==> src/rtl/ex_macc_pkg.sv <==
// Shared definitions for the multiply / multiply-accumulate unit:
// bus widths, operation codes, FSM states and small op-decode helpers.
package ex_macc_pkg;

    localparam int REG_W  = 32;   // RegBus
    localparam int DREG_W = 64;   // DoubleRegBus {HI,LO}
    localparam int CNT_W  = 6;

    typedef enum logic [2:0] {
        OP_MULT  = 3'd0,
        OP_MULTU = 3'd1,
        OP_MADD  = 3'd2,
        OP_MADDU = 3'd3,
        OP_MSUB  = 3'd4,
        OP_MSUBU = 3'd5
    } op_e;

    typedef enum logic [1:0] {
        ST_IDLE = 2'd0,
        ST_MUL  = 2'd1,
        ST_ACC  = 2'd2,
        ST_DONE = 2'd3
    } state_e;

    // Signed variants work on magnitudes and fix the sign afterwards.
    function automatic logic op_is_signed(input op_e op);
        return (op == OP_MULT) || (op == OP_MADD) || (op == OP_MSUB);
    endfunction

    // Accumulate variants take one extra cycle to fold in HI/LO.
    function automatic logic op_is_acc(input op_e op);
        return (op == OP_MADD) || (op == OP_MADDU) ||
               (op == OP_MSUB) || (op == OP_MSUBU);
    endfunction

    function automatic logic op_is_sub(input op_e op);
        return (op == OP_MSUB) || (op == OP_MSUBU);
    endfunction

endpackage

==> src/rtl/ex_macc_mul_iter.sv <==
// Radix-2 shift-add iteration datapath: one multiplier bit per step,
// LSB first. The multiplicand is held stable by the caller for the
// whole operation; this block owns the accumulator, the multiplier
// shift register and the step counter.
module mul_iter
    import ex_macc_pkg::*;
(
    input  logic              clk,
    input  logic              rst,
    input  logic              i_load,
    input  logic              i_step,
    input  logic [REG_W-1:0]  i_mcand,
    input  logic [REG_W-1:0]  i_mplier,
    output logic [DREG_W-1:0] o_acc_next,
    output logic              o_last
);

    logic [DREG_W-1:0] r_acc;
    logic [REG_W-1:0]  r_mplier;
    logic [CNT_W-1:0]  r_cnt;
    logic [DREG_W-1:0] w_addend;

    // Partial product for the current bit, aligned by the step count.
    assign w_addend   = r_mplier[0] ? ({{REG_W{1'b0}}, i_mcand} << r_cnt) : '0;
    assign o_acc_next = r_acc + w_addend;
    assign o_last     = (r_cnt == CNT_W'(REG_W - 1));

    // Load clears the accumulator; each step consumes one multiplier bit.
    always_ff @(posedge clk) begin
        if (rst) begin
            r_acc    <= '0;
            r_mplier <= '0;
            r_cnt    <= '0;
        end else if (i_load) begin
            r_acc    <= '0;
            r_mplier <= i_mplier;
            r_cnt    <= '0;
        end else if (i_step) begin
            r_acc    <= o_acc_next;
            r_mplier <= r_mplier >> 1;
            r_cnt    <= r_cnt + 1'b1;
        end
    end

endmodule

==> src/rtl/ex_macc.sv <==
// Multi-cycle MULT/MULTU/MADD/MADDU/MSUB/MSUBU unit for the EX stage.
// Operands are captured once at accept; the result is presented in DONE
// and held while EX keeps start_i asserted.
module ex_macc
    import ex_macc_pkg::*;
(
    input  logic              clk,
    input  logic              rst,
    input  logic              start_i,
    input  logic              annul_i,
    input  logic [2:0]        op_i,
    input  logic [REG_W-1:0]  opdata1_i,
    input  logic [REG_W-1:0]  opdata2_i,
    input  logic [DREG_W-1:0] hilo_i,
    output logic [DREG_W-1:0] result_o,
    output logic              ready_o,
    output logic              stallreq_o
);

    state_e            r_state;
    state_e            w_state_next;
    op_e               r_op;
    logic [REG_W-1:0]  r_abs1;
    logic              r_sign;
    logic [DREG_W-1:0] r_hilo;
    logic [DREG_W-1:0] r_result;

    op_e               w_op_in;
    logic              w_in_signed;
    logic [REG_W-1:0]  w_abs1;
    logic [REG_W-1:0]  w_abs2;
    logic              w_zero;
    logic              w_accept;
    logic              w_step;
    logic [DREG_W-1:0] w_acc_next;
    logic              w_last;

    assign w_op_in     = op_e'(op_i);
    assign w_in_signed = op_is_signed(w_op_in);
    assign w_abs1      = (w_in_signed && opdata1_i[REG_W-1]) ? -opdata1_i : opdata1_i;
    assign w_abs2      = (w_in_signed && opdata2_i[REG_W-1]) ? -opdata2_i : opdata2_i;
    assign w_zero      = (opdata1_i == '0) || (opdata2_i == '0);
    assign w_accept    = (r_state == ST_IDLE) && start_i && !annul_i;
    assign w_step      = (r_state == ST_MUL) && !annul_i;

    mul_iter u_mul_iter (
        .clk        (clk),
        .rst        (rst),
        .i_load     (w_accept),
        .i_step     (w_step),
        .i_mcand    (r_abs1),
        .i_mplier   (w_abs2),
        .o_acc_next (w_acc_next),
        .o_last     (w_last)
    );

    // State register.
    always_ff @(posedge clk) begin
        if (rst) r_state <= ST_IDLE;
        else     r_state <= w_state_next;
    end

    // Next-state decode; a flush wins over everything else.
    always_comb begin
        w_state_next = r_state;
        if (annul_i) begin
            w_state_next = ST_IDLE;
        end else begin
            case (r_state)
                ST_IDLE: if (start_i) begin
                    if (w_zero) w_state_next = op_is_acc(w_op_in) ? ST_ACC : ST_DONE;
                    else        w_state_next = ST_MUL;
                end
                ST_MUL:  if (w_last) w_state_next = op_is_acc(r_op) ? ST_ACC : ST_DONE;
                ST_ACC:  w_state_next = ST_DONE;
                ST_DONE: if (!start_i) w_state_next = ST_IDLE;
                default: w_state_next = ST_IDLE;
            endcase
        end
    end

    // Operand capture at accept, sign fix after the last step, HI/LO fold in ACC.
    always_ff @(posedge clk) begin
        if (rst) begin
            r_op     <= OP_MULT;
            r_abs1   <= '0;
            r_sign   <= 1'b0;
            r_hilo   <= '0;
            r_result <= '0;
        end else if (w_accept) begin
            r_op     <= w_op_in;
            r_abs1   <= w_abs1;
            r_sign   <= w_in_signed && (opdata1_i[REG_W-1] ^ opdata2_i[REG_W-1]);
            r_hilo   <= hilo_i;
            r_result <= '0;   // zero-skip product; its negation is also 0
        end else if (w_step && w_last) begin
            r_result <= r_sign ? -w_acc_next : w_acc_next;
        end else if ((r_state == ST_ACC) && !annul_i) begin
            r_result <= op_is_sub(r_op) ? (r_hilo - r_result) : (r_hilo + r_result);
        end
    end

    assign ready_o    = (r_state == ST_DONE);
    assign result_o   = ready_o ? r_result : '0;
    assign stallreq_o = start_i && !ready_o;

endmodule

==> config.mk <==
export PLATFORM = sky130hd
export DESIGN_NAME = ex_macc
export DESIGN_NICKNAME = d
export VERILOG_FILES = /design/src/rtl/ex_macc_pkg.sv /design/src/rtl/ex_macc_mul_iter.sv /design/src/rtl/ex_macc.sv
export SDC_FILE = /design/constraint.sdc
export NUM_CORES = 1
export LEC_CHECK = 0
export ABC_AREA = 1
export CAP_MARGIN = 10
export CORE_AREA = 2 2 229 288
export DETAILED_ROUTE_END_ITERATION = 12
export DIE_AREA = 0 0 231 290
export PLACE_DENSITY_LB_ADDON = 0.05
export SETUP_SLACK_MARGIN = 0.4
export SLEW_MARGIN = 20
export SYNTH_ARGS = -nofsm -noshare
export SYNTH_HDL_FRONTEND = slang
export SYNTH_SLANG_ARGS = --single-unit
==> constraint.sdc <==
create_clock -name clk -period 6.2 [get_ports clk]
set_clock_uncertainty 0.1 [all_clocks]
set_input_delay 0.62 -clock clk [delete_from_list [all_inputs] [get_ports clk]]
set_output_delay 0.62 -clock clk [all_outputs]
set_load 0.01 [all_outputs]
==> results of run 1 <==
==> cells by family (layout without fill, tap and decap cells) <==
group | after synthesis | count (layout)
flops | 267 | 267
xor+xnor | 144 | 144
other cells | 0 | 1
mux | 10 | 10
compound gates | 999 | 999
simple gates | 2461 | 2461
buf+inv | 1021 | 1177
fa+ha+maj | 138 | 138
==> sequential cells by signal (all words and copies together) (netlist names) <==
signal	flops
u_mul_iter.r_acc	64
r_abs1	32
r_hilo	64
r_state	2
u_mul_iter.r_mplier	32
r_op	2
r_sign	1
u_mul_iter.r_cnt	6
r_result	64
==> cells in the final DEF, fill, tap and decap left out, drive strengths merged, types with 26 or more instances in the layout <==
cell type	Yosys	routed
nor4	26	26
o22ai	31	31
a21oi	305	305
inv	845	845
nand3	245	245
o211ai	79	79
nor2	535	535
ha	136	136
clkdlybuf4s50	0	200
a22o	64	64
a31oi	47	47
clkbuf	132	50
nand4	40	40
or2	26	26
nand2	1503	1503
xnor2	52	52
nor3	60	60
xor2	92	92
dfxtp	267	267
o21ai	381	381
buf	29	53
==> metal layers <==
metal	track usage [%]	share of wire [%]
met1	39.17	40
met2	59.74	47
met3	3.430	4.8
met4	23.70	8.0
met5	0	0
==> stage by stage <==
stage / hold WS (ns) / total power [mW]
global route: 0.3861 / 6.996
floorplan: 0.3346 / 3.617
detailed placement: 0.3552 / 4.430
CTS: 0.3645 / 6.626
finish: 0.3630 / 6.629
global placement: 0.3527 / 4.442
==> report_power, final <==
part | switching, mW | internal [mW]
logic | 1.75 | 0.855
registers | 0.0664 | 1.79
clock network | 0.905 | 1.26
==> timing repair <==
action	4_1_cts	5_1_grt
resized for setup	0	9
endpoints found under the setup margin	0	30
buffers inserted	0	3
hold buffers	0	0
==> cell type report <==
class,count,share of cell area (%)
clock buffer,50,3.186
sequential,267,16.33
timing repair buffer,253,7.519
multi-input combinational,3752,59.38
tap,848,3.240
clock inverter,14,0.4585
antenna,1,0.007641
inverter,860,9.880
==> worst reg2reg max path: cells and delay by family (launching register included) <==
| family | cells | cell delay [ns] |
|---|---|---|
| AND/OR/NAND/NOR | 17 | 2.43 |
| AO/OA/AOI/OAI | 6 | 1.55 |
| buffers and inverters | 3 | 0.43 |
| adder cells (fa/ha/maj) | 1 | 0.38 |
| flip-flops | 1 | 0.37 |
| XOR/XNOR | 1 | 0.24 |
==> synth_stat cells (all sizes together), types with 14 or more instances <==
cell       n  area (um^2)
inv      845         3172
a21oi    305         1557
nor3      60        335.3
a31oi     47        294.0
or2       26        162.7
xor2      92        813.3
o22ai     31        193.9
nor2     535         2156
nand2   1503         5789
a22o      64        560.5
buf       29        137.6
clkinv    15        56.30
nor4      26        162.7
o211ai    79        593.1
o21bai    16        120.1
nand3b    16        132.6
o21ai    381         1926
ha       136         1702
o21a      14        105.1
xnor2     52        485.5
o221ai    14        122.6
dfxtp    267         5345
nand3    245         1314
clkbuf   132        546.8
nand4     40        256.5
==> worst max path at each step <==
stage                                start      endpoint  slack, ns  cells past startpoint
floorplan              u_mul_iter.r_cnt[0]  r_result[63]       2.02                     34
global placement    u_mul_iter.r_mplier[0]  r_result[57]       0.52                     27
detailed placement  u_mul_iter.r_mplier[0]  r_result[57]       0.61                     27
CTS                 u_mul_iter.r_mplier[0]  r_result[57]       0.56                     27
global route           u_mul_iter.r_cnt[0]  r_result[57]       0.39                     29
finish                 u_mul_iter.r_cnt[0]  r_result[57]       0.61                     28
==> metrics.txt, run 1 <==
worst min path class reg2reg; final estimated routing congestion in global placement between 1 and 1.5; Placement Cell Area roughly 0.032 mm^2; net count of the mapped netlist about 5300; sort of element at the start of the critical path flop; endpoint with the worst hold slack u_mul_iter.r_mplier[13]; startpoint of the worst register-to-register path u_mul_iter.r_cnt[0]; worst hold path depth 2; category of cells accounting for the largest share of critical-path delay simple AND/OR/NAND/NOR gates; Worst VDD drop 0.2299 mV; YS warnings 0; gate count after technology mapping roughly 5000; async set-reset flop share out of synthesis 0%; master cell of the clock root buffer sky130_fd_sc_hd__clkbuf_16; final setup margin approximately 0.6 ns; clock network latency to the later pin of the worst-skew pair around 0.58 ns; post-placement setup slack around 0.61 ns; count of flip-flops with a built-in enable after synthesis 0; initial antenna violation count 1; number of setup violations in the final report 0; core area 0.06402 mm^2; post-synthesis share of cell area spent on and, or, nand and nor gates a little over a third; synth-to-layout area growth 14.34%; critical setup path kind reg2reg; fraction of layout cells with a size suffix above 1 6.236%; xor/xnor cell area share of the yosys netlist approximately 4.5%; filler-free cell count of the finished design approximately 6000; Leakage Power 16.77 nW; count of buffering cells on the critical path with inverters included 3; cell count of the worst reg-to-reg path 28; ratio of routed vias to standard cells roughly 5.4; element type at the critical path end flop; Yosys cell types a little under 70; data required time of the worst path between 6 and 7 ns; total DRC errors in the routed layout 0; DRC violation total after the first TritonRoute iteration ~2400; mux share of post-synthesis cell area less than 1%; global-route wire length before repair 178400 um; area fraction in compound gates after synthesis between 20% and 30%; max-cap check violation count 0; Starting Density between 40 and 50%; setup repair after global routing missed its margin yes; remaining global-route overflow 0; Worst Path Arrival approximately 6.0 ns; num ports about 200; worst setup slack for register-to-register paths slightly above 0.6 ns; remaining number of nets flagged by the antenna check after routing 0; standard cell with the maximum stage delay on the critical path sky130_fd_sc_hd__o21ai_0; GRT Resource Usage Total ~34%; Die Width 231 um; worst slew margin relative to its limit about a third; synthesized-area fraction occupied by adder cells roughly 6.1%; part of the Yosys area used for sequential elements a little under a fifth; area occupied by registers approximately 0.0053 mm^2; worst hold start u_mul_iter.r_mplier[13]; main combinational cell family by area after synthesis simple AND/OR/NAND/NOR gates; largest fanout on the critical path 57; footprint of the multi-input gates a little under 0.02 mm^2; DRT Pass-1 Iters 6; average routed wire per standard cell approximately 19 um; height of the die 290 um; Detail Placement HPWL between 90000 and 100000 um; clock sink count 267; utilization after layout between 50% and 60%; H-tree depth reported by CTS 2; vias in the first global route ~31000; Tcrit/Tclk final between 90% and 100%; Final Net Count around 5400; via count between 30000 and 40000; cell area after technology mapping approximately 0.029 mm^2; Synth Register Bits around 270; peak per-stage delay on the critical path ~0.47 ns; Main synth FF type sky130_fd_sc_hd__dfxtp_1; number of cells after detailed placement 5977; result of the run complete, no violations; TritonCTS clock tree done; number of port buffers 200; Filler cells 7064; max-slew violations 0; DIE AREA between 0.06 and 0.07 mm^2; transition time at the pin with the least slew margin 1.013 ns; cell row count 104; wire length reported by the detailed router ~120000 um; power density over the cells 202.4 mW/mm^2; capturing point of the worst reg2reg path r_result[57]; number of buffers added by the clock tree synthesis step 35; maximum number of pins on one net before global-route repair between 150 and 200; final critical-path required period between 5 and 6 ns; maximum frequency from static timing analysis around 0.18 GHz; final hold vios 0; area of all placed cells without fillers roughly 0.033 mm^2; Sum Neg Setup Slack 0 ns; maximum root-to-sink buffer count 3; Avg Inst Size Synth 5.683 um^2; cell repeated most along the worst path sky130_fd_sc_hd__nand2_1; Worst-path clk slew 0.06 ns
Power figures use the tool's default switching activity.
==> run 2: changes to the inputs <==
Settings changed: ABC_AREA 1 to unset, CORE_AREA 2 2 229 288 to 2 2 217 272, DIE_AREA 0 0 231 290 to 0 0 219 274, SLEW_MARGIN 20 to 10.
==> run 2 against run 1 <==
Net effect: combinational power fell by 44%; via count down 14%; critical path depth is 5 lower; sequential share of layout area rose by 0.12 points; critical endpoint is now r_result[60]; wire length is 16% lower; first-iteration DRC count is 23% lower; total power decreased by 23%; register-to-register slack worse by 0.16 ns.
==> metrics.txt, run 2 <==
result of the run complete, no violations; maximum number of pins on one net before global-route repair 84; clock share of power 36.2%; global-route wire length before repair around 150000 um; height of the die 274 um; worst hold path depth 2; synth-to-layout area growth 27.32%; area of all placed cells without fillers 0.03254 mm^2; Main synth FF type sky130_fd_sc_hd__dfxtp_1; cell type with the largest total area after synthesis sky130_fd_sc_hd__dfxtp_1; largest fanout on the critical path 8; number of setup violations in the final report 0; Commonest cells post-synth sky130_fd_sc_hd__nand2_1, sky130_fd_sc_hd__a21oi_1, sky130_fd_sc_hd__nor2_1, sky130_fd_sc_hd__dfxtp_1, sky130_fd_sc_hd__o21ai_0; power share of the sequential group about 36%; post-cts hold buffer count 0; Final Net Count roughly 4200; max-slew violations 0; DIE AREA 0.06001 mm^2; data required time of the worst path roughly 6.6 ns; max-cap check violation count 0; number of buffers added by the clock tree synthesis step 31; element type at the critical path end flop; critical setup path kind reg2reg; count of flip-flops with a built-in enable after synthesis 0; Worst Path Arrival 6.17 ns; initial antenna violation count 1; worst setup slack for register-to-register paths between 0.4 and 0.5 ns; final critical-path required period 5.756 ns; area fraction in compound gates after synthesis between 20% and 30%; gate count after technology mapping between 3000 and 4000; vias in the first global route between 20000 and 30000; combinational fraction of design power ~28%; top-area cell type share of the netlist area 20.92%; total DRC errors in the routed layout 0; H-tree depth reported by CTS 1; GRT Resource Usage Total between 30 and 40%; final antenna diode count 0; core area ~0.058 mm^2; internal power of the cells about 3.4 mW; cell area after technology mapping around 0.026 mm^2; Placement Cell Area between 0.02 and 0.03 mm^2; async set-reset flop share out of synthesis 0%; Sum Neg Setup Slack 0 ns; Area contributors post-synth sky130_fd_sc_hd__dfxtp_1, sky130_fd_sc_hd__nand2_1, sky130_fd_sc_hd__a21oi_1; transition time at the pin with the least slew margin about 1.2 ns; most common cell after layout, fill and taps aside sky130_fd_sc_hd__nand2_1; final estimated routing congestion in global placement 0.9964; ratio of routed vias to standard cells 5.978; wire length reported by the detailed router 98750 um; mux share of post-synthesis cell area 4.147%; remaining number of nets flagged by the antenna check after routing 0; Worst VDD drop 0.2136 mV; remaining global-route overflow 0; NetSw ~1.7 mW; fraction of layout cells with a size suffix above 1 between 10% and 20%; net count of the mapped netlist between 3000 and 4000; Avg Inst Size Synth around 7.1 um^2; commonest cells after routing, fill and taps aside sky130_fd_sc_hd__nand2_1, sky130_fd_sc_hd__a21oi_1, sky130_fd_sc_hd__nor2_1, sky130_fd_sc_hd__buf_4, sky130_fd_sc_hd__dfxtp_1; main combinational cell family by area after synthesis compound AO/OA/AOI/OAI gates; cell count of the worst reg-to-reg path 23; Detail Placement HPWL 76750 um; registers with the most flip-flops r_hilo: 64 flops, r_result: 64 flops, u_mul_iter.r_acc: 64 flops; Synth Register Bits 267; Leakage Power between 10 and 15 nW; worst hold start r_hilo[0]; power density over the cells between 150 and 200 mW/mm^2; average routed wire per standard cell between 20 and 25 um; post-synthesis share of cell area spent on and, or, nand and nor gates 25.77%; Worst-path clk slew 0.06 ns; clock sink count around 270; total power of the final layout 5.110 mW; Tcrit/Tclk final a little over 90%; maximum root-to-sink buffer count 3; worst slew margin relative to its limit 21.03%; endpoint with the worst hold slack r_hilo[0]; DRT Pass-1 Iters 5; Die Width about 220 um; via count 27940; cell row count between 90 and 100; final hold vios 0; master cell of the clock root buffer sky130_fd_sc_hd__clkbuf_16; capturing point of the worst reg2reg path r_result[60]; synthesized-area fraction occupied by adder cells 6.816%; sort of element at the start of the critical path flop; part of the Yosys area used for sequential elements between 20% and 30%; number of port buffers 200; maximum frequency from static timing analysis around 0.17 GHz; Switching Fraction between 30% and 40%; clock network latency to the later pin of the worst-skew pair 0.61 ns; worst min path class reg2reg; most used standard cell by instance count after synthesis sky130_fd_sc_hd__nand2_1; setup repair after global routing missed its margin yes; TritonCTS clock tree done; num ports 201; startpoint of the worst register-to-register path u_mul_iter.r_cnt[1]; DRC violation total after the first TritonRoute iteration 1859; YS warnings 0; Starting Density roughly 44%; Yosys cell types 99; xor/xnor cell area share of the yosys netlist slightly above 9%
==> run 2: per-layer routing <==
layer	wire length (um)	up-vias	track usage, %
li1	-	13620	-
met1	42170	13250	39.71
met2	47390	866	54.37
met3	4737	202	2.363
met4	4458	0	12.91
met5	0	-	0
==> run 2: kinds of logic after synthesis <==
| logic type | count (synthesis) |
|---|---|
| simple gates | 1402 |
| compound gates | 1131 |
| buf+inv | 289 |
| xor+xnor | 269 |
| flops | 267 |
| fa+ha+maj | 138 |
| mux | 95 |
==> run 2: area by class of cell <==
cell class,count,area (um^2)
Clock buffer,43,870.8
Clock inverter,12,127.6
Fill cell,5528,25190
Inverter,61,232.7
Multi-Input combinational cell,3036,20620
Sequential cell,267,5350
Tap cell,757,947.2
Timing Repair Buffer,498,4389
==> run 2: worst max-delay path by stage <==
stage | start | endpoint | slack, ns | cells past startpoint
2_1_floorplan | u_mul_iter.r_cnt[1] | r_result[60] | 0.42 | 28
3_3_place_gp | r_result[6] | r_result[58] | -0.13 | 22
3_5_place_dp | r_result[6] | r_result[58] | -0.06 | 22
4_1_cts | u_mul_iter.r_cnt[1] | r_result[55] | 0.36 | 24
5_1_grt | u_mul_iter.r_cnt[1] | r_result[60] | 0.25 | 23
6_report | u_mul_iter.r_cnt[1] | r_result[60] | 0.44 | 23
==> run 2: power by group through the flow <==
stage / Combinational [mW] / Clock [mW] / Sequential [mW]
2_1_floorplan: 0.880 / 0 / 1.83
3_3_place_gp: 1.35 / 0 / 1.85
3_5_place_dp: 1.35 / 0 / 1.85
4_1_cts: 1.37 / 1.89 / 1.81
5_1_grt: 1.57 / 1.95 / 1.82
6_report: 1.45 / 1.85 / 1.81
==> run 2: timing repair <==
action | in CTS | in global routing
setup endpoints to repair | 25 | 44
gates resized for setup | 54 | 289
setup buffers | 3 | 41
pin swaps | 8 | 61
cloned | 1 | 5
==> run 2: metrics by stage <==
stage / worst slack (ns) / hold slack [ns] / util (%) / cells
4_1_cts: 0.3648 / 0.3554 / 53.39 / 4628
6_report: 0.4441 / 0.3569 / 56.36 / 4674
5_1_grt: 0.2547 / 0.3817 / 56.36 / 4674
3_5_place_dp: -0.05597 / 0.3470 / 51.24 / 4569
2_1_floorplan: 0.4234 / 0.3363 / - / 3591
3_3_place_gp: -0.1312 / 0.3465 / 51.24 / 4569
==> run 2: worst max-delay path, stage by stage, from the launching register on <==
cell                       delay (ns)
sky130_fd_sc_hd__dfxtp_4         0.45
sky130_fd_sc_hd__buf_12          0.16
sky130_fd_sc_hd__mux2_4          0.18
sky130_fd_sc_hd__nor2_2          0.04
sky130_fd_sc_hd__a211oi_1        0.28
sky130_fd_sc_hd__a21oi_1         0.12
sky130_fd_sc_hd__nor2_1          0.17
sky130_fd_sc_hd__a31oi_2         0.08
sky130_fd_sc_hd__buf_4           0.20
sky130_fd_sc_hd__mux2_2          0.29
sky130_fd_sc_hd__nor2_1          0.27
sky130_fd_sc_hd__ha_4            0.22
sky130_fd_sc_hd__nand4_1         0.20
sky130_fd_sc_hd__or4_4           0.63
sky130_fd_sc_hd__a21oi_4         0.16
sky130_fd_sc_hd__o21ai_4         0.12
sky130_fd_sc_hd__o21ai_2         0.19
sky130_fd_sc_hd__o21ai_1         0.09
sky130_fd_sc_hd__a211o_1         0.34
sky130_fd_sc_hd__or3_4           0.34
sky130_fd_sc_hd__or3_4           0.46
sky130_fd_sc_hd__o31ai_4         0.25
sky130_fd_sc_hd__xor2_1          0.09
sky130_fd_sc_hd__a211oi_1        0.23
